[src/rtl/control_sequencer_pkg.sv]
// control_sequencer_pkg: Mini SRC opcodes, ALU codes, sequencer states and control bundles.
package control_sequencer_pkg;
    localparam logic [4:0] OP_LD   = 5'd0;
    localparam logic [4:0] OP_LDI  = 5'd1;
    localparam logic [4:0] OP_ST   = 5'd2;
    localparam logic [4:0] OP_ADD  = 5'd3;
    localparam logic [4:0] OP_SHL  = 5'd11;
    localparam logic [4:0] OP_ADDI = 5'd12;
    localparam logic [4:0] OP_ANDI = 5'd13;
    localparam logic [4:0] OP_ORI  = 5'd14;
    localparam logic [4:0] OP_DIV  = 5'd15;
    localparam logic [4:0] OP_MUL  = 5'd16;
    localparam logic [4:0] OP_NEG  = 5'd17;
    localparam logic [4:0] OP_NOT  = 5'd18;
    localparam logic [4:0] OP_BR   = 5'd19;
    localparam logic [4:0] OP_NOP  = 5'd26;
    localparam logic [4:0] OP_HALT = 5'd27;
    localparam logic [4:0] ALU_ADD = 5'd3;
    localparam logic [4:0] ALU_AND = 5'd5;
    localparam logic [4:0] ALU_OR  = 5'd6;

    typedef enum logic [3:0] {
        S_RESET, T0, T1, T2, T3, T4, T5, T6, T7, S_HALT
    } state_t;

    typedef struct packed {
        logic rtype, itype, ld, ldi, st, muldiv, unary, br, nop, halt, ill;
    } class_t;

    typedef struct packed {
        logic gra, grb, grc, rin, rout, ba_out, c_out;
        logic pc_out, pc_in, inc_pc, mar_in, mdr_in, mdr_out, ir_in;
        logic y_in, z_in, zlo_out, zhi_out, hi_in, lo_in, con_in;
        logic read, write;
    } ctl_t;
endpackage

[src/rtl/control_sequencer_class_decode.sv]
// opcode_class_decode: maps a 5-bit opcode to a one-hot instruction class.
module opcode_class_decode
    import control_sequencer_pkg::*;
(
    input  logic [4:0] i_opcode,
    output class_t     o_class
);
    always_comb begin
        o_class        = '0;
        o_class.rtype  = i_opcode inside {[OP_ADD:OP_SHL]};
        o_class.itype  = i_opcode inside {[OP_ADDI:OP_ORI]};
        o_class.ld     = i_opcode == OP_LD;
        o_class.ldi    = i_opcode == OP_LDI;
        o_class.st     = i_opcode == OP_ST;
        o_class.muldiv = i_opcode inside {OP_DIV, OP_MUL};
        o_class.unary  = i_opcode inside {OP_NEG, OP_NOT};
        o_class.br     = i_opcode == OP_BR;
        o_class.nop    = i_opcode == OP_NOP;
        o_class.halt   = i_opcode == OP_HALT;
        o_class.ill    = !(i_opcode inside {[OP_LD:OP_BR], OP_NOP, OP_HALT});
    end
endmodule

[src/rtl/control_sequencer.sv]
// control_sequencer: Moore FSM driving the Mini SRC datapath through fetch and per-opcode micro-steps.
module control_sequencer
    import control_sequencer_pkg::*;
#(
    parameter int OPW             = 5,
    parameter bit HALT_ON_ILLEGAL = 1'b0
) (
    input  logic           clock,
    input  logic           reset_n,
    input  logic           stop,
    input  logic [31:0]    ir,
    input  logic           con,
    output logic           run,
    output logic           gra, grb, grc, rin, rout, ba_out, c_out,
    output logic           pc_out, pc_in, inc_pc, mar_in, mdr_in, mdr_out, ir_in,
    output logic           y_in, z_in, zlo_out, zhi_out, hi_in, lo_in, con_in,
    output logic           read, write,
    output logic [OPW-1:0] alu_op
);
    state_t     r_state, w_next;
    class_t     w_cls;
    ctl_t       w_ctl;
    logic [4:0] w_opc, w_alu, w_iop;
    logic       w_last, w_unused;

    assign w_opc    = ir[31:27];
    assign w_unused = ^ir[26:0];

    opcode_class_decode u_dec (.i_opcode(w_opc), .o_class(w_cls));

    // T7 and non-sequencing classes always terminate, so a corrupted ir can never wedge the FSM.
    assign w_last = (r_state == T4 && w_cls.unary)
                 || (r_state == T5 && (w_cls.rtype || w_cls.itype || w_cls.ldi))
                 || (r_state == T6 && (w_cls.muldiv || w_cls.br))
                 || r_state == T7 || w_cls.nop || w_cls.halt || w_cls.ill;

    always_comb begin
        w_next = r_state;
        case (r_state)
            S_RESET: w_next = T0;
            T0:      w_next = stop ? S_HALT : T1;
            T1:      w_next = T2;
            T2:      w_next = (w_cls.halt || (w_cls.ill && HALT_ON_ILLEGAL)) ? S_HALT :
                              (w_cls.nop || w_cls.ill) ? T0 : T3;
            S_HALT:  w_next = S_HALT;
            default: w_next = w_last ? T0 : state_t'(r_state + 4'd1);
        endcase
    end

    always_ff @(posedge clock or negedge reset_n) begin
        if (!reset_n) r_state <= S_RESET;
        else          r_state <= w_next;
    end

    assign w_iop = w_opc == OP_ANDI ? ALU_AND : w_opc == OP_ORI ? ALU_OR : ALU_ADD;

    always_comb begin
        w_ctl = '0;
        w_alu = '0;
        case (r_state)
            T0: begin
                {w_ctl.pc_out, w_ctl.mar_in, w_ctl.inc_pc, w_ctl.z_in} = '1;
                w_alu = ALU_ADD;
            end
            T1: {w_ctl.zlo_out, w_ctl.pc_in, w_ctl.read, w_ctl.mdr_in} = '1;
            T2: {w_ctl.mdr_out, w_ctl.ir_in} = '1;
            T3: begin
                w_ctl.grb    = w_cls.rtype || w_cls.itype || w_cls.ld || w_cls.ldi || w_cls.st || w_cls.unary;
                w_ctl.gra    = w_cls.muldiv || w_cls.br;
                w_ctl.rout   = w_cls.rtype || w_cls.itype || w_cls.muldiv || w_cls.unary || w_cls.br;
                w_ctl.ba_out = w_cls.ld || w_cls.ldi || w_cls.st;
                w_ctl.y_in   = w_cls.rtype || w_cls.itype || w_cls.ld || w_cls.ldi || w_cls.st || w_cls.muldiv;
                w_ctl.z_in   = w_cls.unary;
                w_ctl.con_in = w_cls.br;
                w_alu        = w_cls.unary ? w_opc : 5'd0;
            end
            T4: begin
                w_ctl.grc     = w_cls.rtype;
                w_ctl.grb     = w_cls.muldiv;
                w_ctl.rout    = w_cls.rtype || w_cls.muldiv;
                w_ctl.c_out   = w_cls.itype || w_cls.ld || w_cls.ldi || w_cls.st;
                w_ctl.z_in    = w_cls.rtype || w_cls.muldiv || w_ctl.c_out;
                w_ctl.zlo_out = w_cls.unary;
                w_ctl.gra     = w_cls.unary;
                w_ctl.rin     = w_cls.unary;
                w_ctl.pc_out  = w_cls.br;
                w_ctl.y_in    = w_cls.br;
                w_alu         = (w_cls.rtype || w_cls.muldiv) ? w_opc : w_cls.itype ? w_iop :
                                (w_cls.ld || w_cls.ldi || w_cls.st) ? ALU_ADD : 5'd0;
            end
            T5: begin
                w_ctl.zlo_out = !w_cls.br;
                w_ctl.gra     = w_cls.rtype || w_cls.itype || w_cls.ldi;
                w_ctl.rin     = w_ctl.gra;
                w_ctl.mar_in  = w_cls.ld || w_cls.st;
                w_ctl.lo_in   = w_cls.muldiv;
                w_ctl.c_out   = w_cls.br;
                w_ctl.z_in    = w_cls.br;
                w_alu         = w_cls.br ? ALU_ADD : 5'd0;
            end
            T6: begin
                w_ctl.read    = w_cls.ld;
                w_ctl.mdr_in  = w_cls.ld || w_cls.st;
                w_ctl.gra     = w_cls.st;
                w_ctl.rout    = w_cls.st;
                w_ctl.zhi_out = w_cls.muldiv;
                w_ctl.hi_in   = w_cls.muldiv;
                w_ctl.zlo_out = w_cls.br && con;
                w_ctl.pc_in   = w_cls.br && con;
            end
            T7: begin
                w_ctl.mdr_out = w_cls.ld;
                w_ctl.gra     = w_cls.ld;
                w_ctl.rin     = w_cls.ld;
                w_ctl.write   = w_cls.st;
            end
            default: ;
        endcase
    end

    assign run = r_state != S_RESET && r_state != S_HALT;
    assign {gra, grb, grc, rin, rout, ba_out, c_out,
            pc_out, pc_in, inc_pc, mar_in, mdr_in, mdr_out, ir_in,
            y_in, z_in, zlo_out, zhi_out, hi_in, lo_in, con_in,
            read, write} = w_ctl;
    assign alu_op = OPW'(w_alu);
endmodule
[config.mk]
export PLATFORM = sky130hd
export DESIGN_NAME = control_sequencer
export DESIGN_NICKNAME = d
export VERILOG_FILES = /design/src/rtl/control_sequencer_pkg.sv /design/src/rtl/control_sequencer_class_decode.sv /design/src/rtl/control_sequencer.sv
export SDC_FILE = /design/constraint.sdc
export NUM_CORES = 1
export LEC_CHECK = 0
export CAP_MARGIN = 15
export CORE_ASPECT_RATIO = 1.2
export CORE_MARGIN = 4
export CORE_UTILIZATION = 36
export DETAILED_ROUTE_END_ITERATION = 12
export GPL_TIMING_DRIVEN = 0
export PLACE_DENSITY = 0.82
export SYNTH_ARGS = -nofsm -noshare
export SYNTH_HDL_FRONTEND = slang
export SYNTH_HIERARCHICAL = 1
export SYNTH_SLANG_ARGS = --single-unit
[constraint.sdc]
create_clock -name clock -period 4.7 [get_ports clock]
set_input_delay 1.41 -clock clock [delete_from_list [all_inputs] [get_ports clock]]
set_output_delay 1.41 -clock clock [all_outputs]
set_load 0.005 [all_outputs]
== Word-level counts from Yosys, hierarchy flattened ==
Cells that the tools add are included.
Cells by class
  $add $sub $neg: 1
  order comparisons: 6
  equality and inequality tests: 21
  multiplexer cells: 35
  reductions and logical operators: 42
Operators with widths (count)
  $eq A5 B5 Y1 const B: 6
  $logic_or A1 B1 Y1: 26
  $pmux W4 S5: 1
  $pmux W5 S4: 1
  $pmux W1 S2: 9
  $eq A4 B3 Y1 const B: 4
  $eq A5 B4 Y1 const B: 3
  $mux W3: 4
  $mux W4: 3
  $le A5 B4 Y1 const B: 2
  $mux W5: 2
  $eq A4 B2 Y1 const B: 2
  $eq A4 B4 Y1 const B: 2
  $logic_and A1 B1 Y1: 8
  $pmux W1 S4: 2
  $mux W1: 7
  $mux W2: 3
  $pmux W1 S3: 2
  $eq A5 B1 Y1 const B: 1
  $eq A5 B2 Y1 const B: 1
  $ge A5 B1 Y1 const B: 1
  $ge A5 B2 Y1 const B: 1
  $ge A5 B4 Y1 const B: 1
  $le A5 B5 Y1 const B: 1
  other kinds (10): 12
Storage, ports and cells
  bits in registers: 4
  input port bits: 36
  logic and storage cells: 106

== Logic depth before layout (Yosys ltp) ==
  depth after elaboration: 13
  mapped depth: 8
  gate-level depth less buffers: 6

== Hierarchy ==
Netlist, hierarchy kept.
Modules (own cells, without submodules)
  control_sequencer: times used 1, cells an instance 120, area each 828.3 µm², sequential area each 100.1 µm²
  opcode_class_decode: times used 1, cells an instance 24, area each 147.6 µm², sequential area each 0.0 µm²

== Least setup slack after synthesis ==
Ideal clock, no wire load.
  kind: input port to output port
  start: in ir[28]
  end: out gra
  data arrival time: 2881 ps
  required time: 3290 ps
  path slack: 409 ps
  cell stages on the path: 7
  buffers on the path: 1
  cell sequence: clkbuf_2 a211oi_1 a211oi_1 or3_4 a22o_1 a31o_1 or2_1
RTL lines
  start, declared: RTL line control_sequencer.sv:11  | input logic [31:0] ir,
  end, declared: RTL line control_sequencer.sv:14  | output logic gra, grb, grc, rin, rout, ba_out, c_out,

==> impl_results.md <==
- First-pass GRT wire length: 5.727 mm
- Placement Cell Area: 1388 um2
- Clk buf depth: 2
- Routed Antenna Nets: 0
- Final core occ: 0.6364
- TritonCTS clock tree: built
- Slew @ Worst Pin: 419.1 ps
- Final worst-path cycle share: 0.9888
- Max FFs per register: 4
- Cell Count, Final, Fillers Out: 231
- Mux contribution to synthesized area: 0.01026
- Reg-to-Reg Start: r_state[1]
- Grt met1 use: 0.2184
- Synth cell types: 50
- Pre-Repair DR Iteration Count: 4
- Worst-path cell chain: buf_2 -> clkbuf_8 -> a211oi_4 -> a211oi_4 -> or3_4 -> a22o_1 -> a31o_1 -> buf_4 -> dlygate4sd2_1
- Cell Count Post-Placement: around 210
- Status: completed
- Max Cap Violations: 0
- H-tree levels: 1
- Simple-Gate Fraction of Synth Area: 0.4385
- CP Class: in2out
- IO Count: 65
- Yosys top cell area share: 0.1026
- Main synth FF type: dfrtp_1
- Most common cell after layout, fill and taps aside: clkdlybuf4s50_1
- Most used cell, CP: a211oi_4
- Die Y: 65.04 um
- Global routing usage on met2: 0.3521
- GR met3 Demand/Resource: 0.02789
- Die area: 3611 um2
- # DRC: 0
- Via-per-instance ratio: 5.654
- Ys async rst share: 1.000
- Hold wc startpoint: r_state[0]
- Max Fanout on Critical Path: 6
- Layout area overhead: 68.08%
- Share of layout cells above drive strength 1: 0.2929
- # port buffers: 37
- Worst reg2reg path endpoint: r_state[2]
- Sequential area share after synthesis: 0.1026
- Hold Path Depth: 1
- R2R cell count: 8
- Setup crit end kind: primary output
- Sink Count: 4
- Min Clock Period, post-route: 4647 ps
- Die X: 55.53 um
- Initial antenna violation count: 0
- Final hold violation count: 0
- WP data required: 3290 ps
- Clock latency on the worst-skew pair: 230 ps
- Routed len/inst: 15.28 um
- Critical path's slowest cell: or3_4
- Hold WC Path Type: reg2reg
- Setup WS pre-CTS: -935.8 ps
- GRT Overall Usage: 0.1948
- Final Cell Area: 1640 um2
- RSZ-0062 raised after global routing: yes
- CORE AREA: 2577 um2
- Synth Area in Compound Gates: 0.3103
- Most Used Layer, Global Route: met2
- Syn_area_per_cell: 6.777 um2
- Post-synthesis cell count: 144
- DR vias: 1306
- Largest family of logic cells by synthesized area: simple AND/OR/NAND/NOR gates
- Slew headroom: 0.7196
- Main area contributors after synthesis: dfrtp_1 10%, nand2_1 7.3%, nor2_1 5.4%, a21oi_1 5.1%, ha_1 5.1%
- WP data arrival: 3240 ps
- Leak Pwr: 0.7064 nW
- Site row count: 20
- Reg clk slew, reported paths: 30 ps
- Reg2reg setup slack: approximately 2800 ps
- Antenna Cells: 0
- Power density cells: 364.6 nW/um2
- Register bank with the most flops: r_state
- Final setup fails: 0
- Fin nets: between 200 and 250
- Synthesis Warnings: 6
- Largest net degree at the start of global routing: 12
- Leading area contributor after synthesis: dfrtp_1
- Layout Skew: 0.4944 ps
- WHS Endpoint: r_state[0]
- Iteration-0 DRC Markers: 56
- Synth Cell Area: around 980 um2
- VDD IR-drop max: 0.3254 mV
- Syn nets: 184
- Number of enable flip-flop cells after synthesis: 0
- Commonest cells after routing, fill and taps aside: 28 x clkdlybuf4s50_1, 19 x nand2_1, 15 x buf_4, 10 x nor2_1, 8 x a21oi_1
- Power consumption: around 0.6 mW
- XOR/XNOR Fraction of Synth Area: 0.008974
- Yosys reg bits: 4
- DRT Wirelength: 3.529 mm
- Vias in the first global route: ~1300
- Gp weighted congestion: 0.8433
- Hold-fix buffers, CTS: 0
- Hpwl dp: 2.307 mm
- CP max stage delay: approximately 400 ps
- Adder-Cell Fraction of Synth Area: 0.05128
- Top Registers: r_state (4)
- Inserted Clock Buffers: 3
- Clock Root Buffer: clkbuf_4
- FMAX: 215.2 MHz
- Initial Util: 0.3786
- Worst setup SP type: input port
- GRT overflow: 0
- Max-slew violations: 0
- Setup ws final: roughly 53 ps
[synth_stat cells, types with 2 or more instances]
cell type	count
nand2_1	19
nor2_1	14
a21oi_1	10
and2_1	7
inv_1	6
nand2b_1	6
o21ai_0	6
nand3_1	5
a21o_1	4
dfrtp_1	4
ha_1	4
nor3_1	4
or2_2	4
buf_2	3
nand3b_1	3
a211oi_1	2
and3b_1	2
buf_6	2
nand4_1	2
nor4_1	2
o21a_1	2
o21ai_1	2
o22ai_1	2
or2_1	2
or3_1	2
[critical path, delay by kind of cell]
family	cells	cell delay [ps]
buffers and inverters	4	670
and+or+nand+nor	1	400
AOI/OAI and AO/OA	4	750
[cell families (layout without fill, tap and decap cells)]
group                    Yosys count  in the layout
buffers and inverters             14             68
flip-flops                         4              4
XOR/XNOR                           1              1
AO/OA/AOI/OAI                     41             41
AND/OR/NAND/NOR                   79             79
adder cells (fa/ha/maj)            4              4
multiplexers                       1              1
[cell type report]
| type | count | area, um2 |
|---|---|---|
| buffer | 8 | 62.56 |
| clock buffer | 3 | 22.52 |
| fill | 203 | 937.1 |
| inverter | 6 | 22.52 |
| multi-input combinational | 126 | 935.9 |
| sequential | 4 | 100.1 |
| tap | 33 | 41.29 |
| timing repair buffer | 51 | 455.4 |
[per-layer routing]
| metal | routed length (um) | share of wire |
|---|---|---|
| met4 | 108 | 0.031 |
| met3 | 148 | 0.042 |
| met1 | 1415 | 0.40 |
| met5 | 0 | 0 |
| met2 | 1857 | 0.53 |
[how the worst max path moves through the flow]
stage | slack [ps] | to | startpoint | cells after the start
2_1_floorplan | 410 | gra | ir[28] | 7
3_3_place_gp | -840 | alu_op[1] | ir[28] | 9
3_5_place_dp | -940 | alu_op[0] | ir[28] | 9
4_1_cts | 30 | rin | ir[28] | 9
5_1_grt | -40 | alu_op[0] | ir[29] | 9
6_report | 50 | rin | ir[28] | 9
[what timing repair did]
action | in CTS | in global routing
setup endpoints to repair | 26 | 8
resized for setup | 56 | 9
buffers inserted | 11 | 3
pin swaps | 9 | 6
[power by group]
group	switching (mW)	internal, mW
logic	0.248	0.242
registers	0.0164	0.0517
clock network	0.0120	0.0284
[through the flow]
step | TNS [ps] | hold WS (ps)
floorplan | 0 | 492.8
global placement | -11850 | 513.9
detailed placement | -12770 | 544.5
CTS | 0 | 548.2
global route | -176.6 | 605.8
finish | 0 | 546.9
No activity file was read; power rests on OpenSTA's default activity.
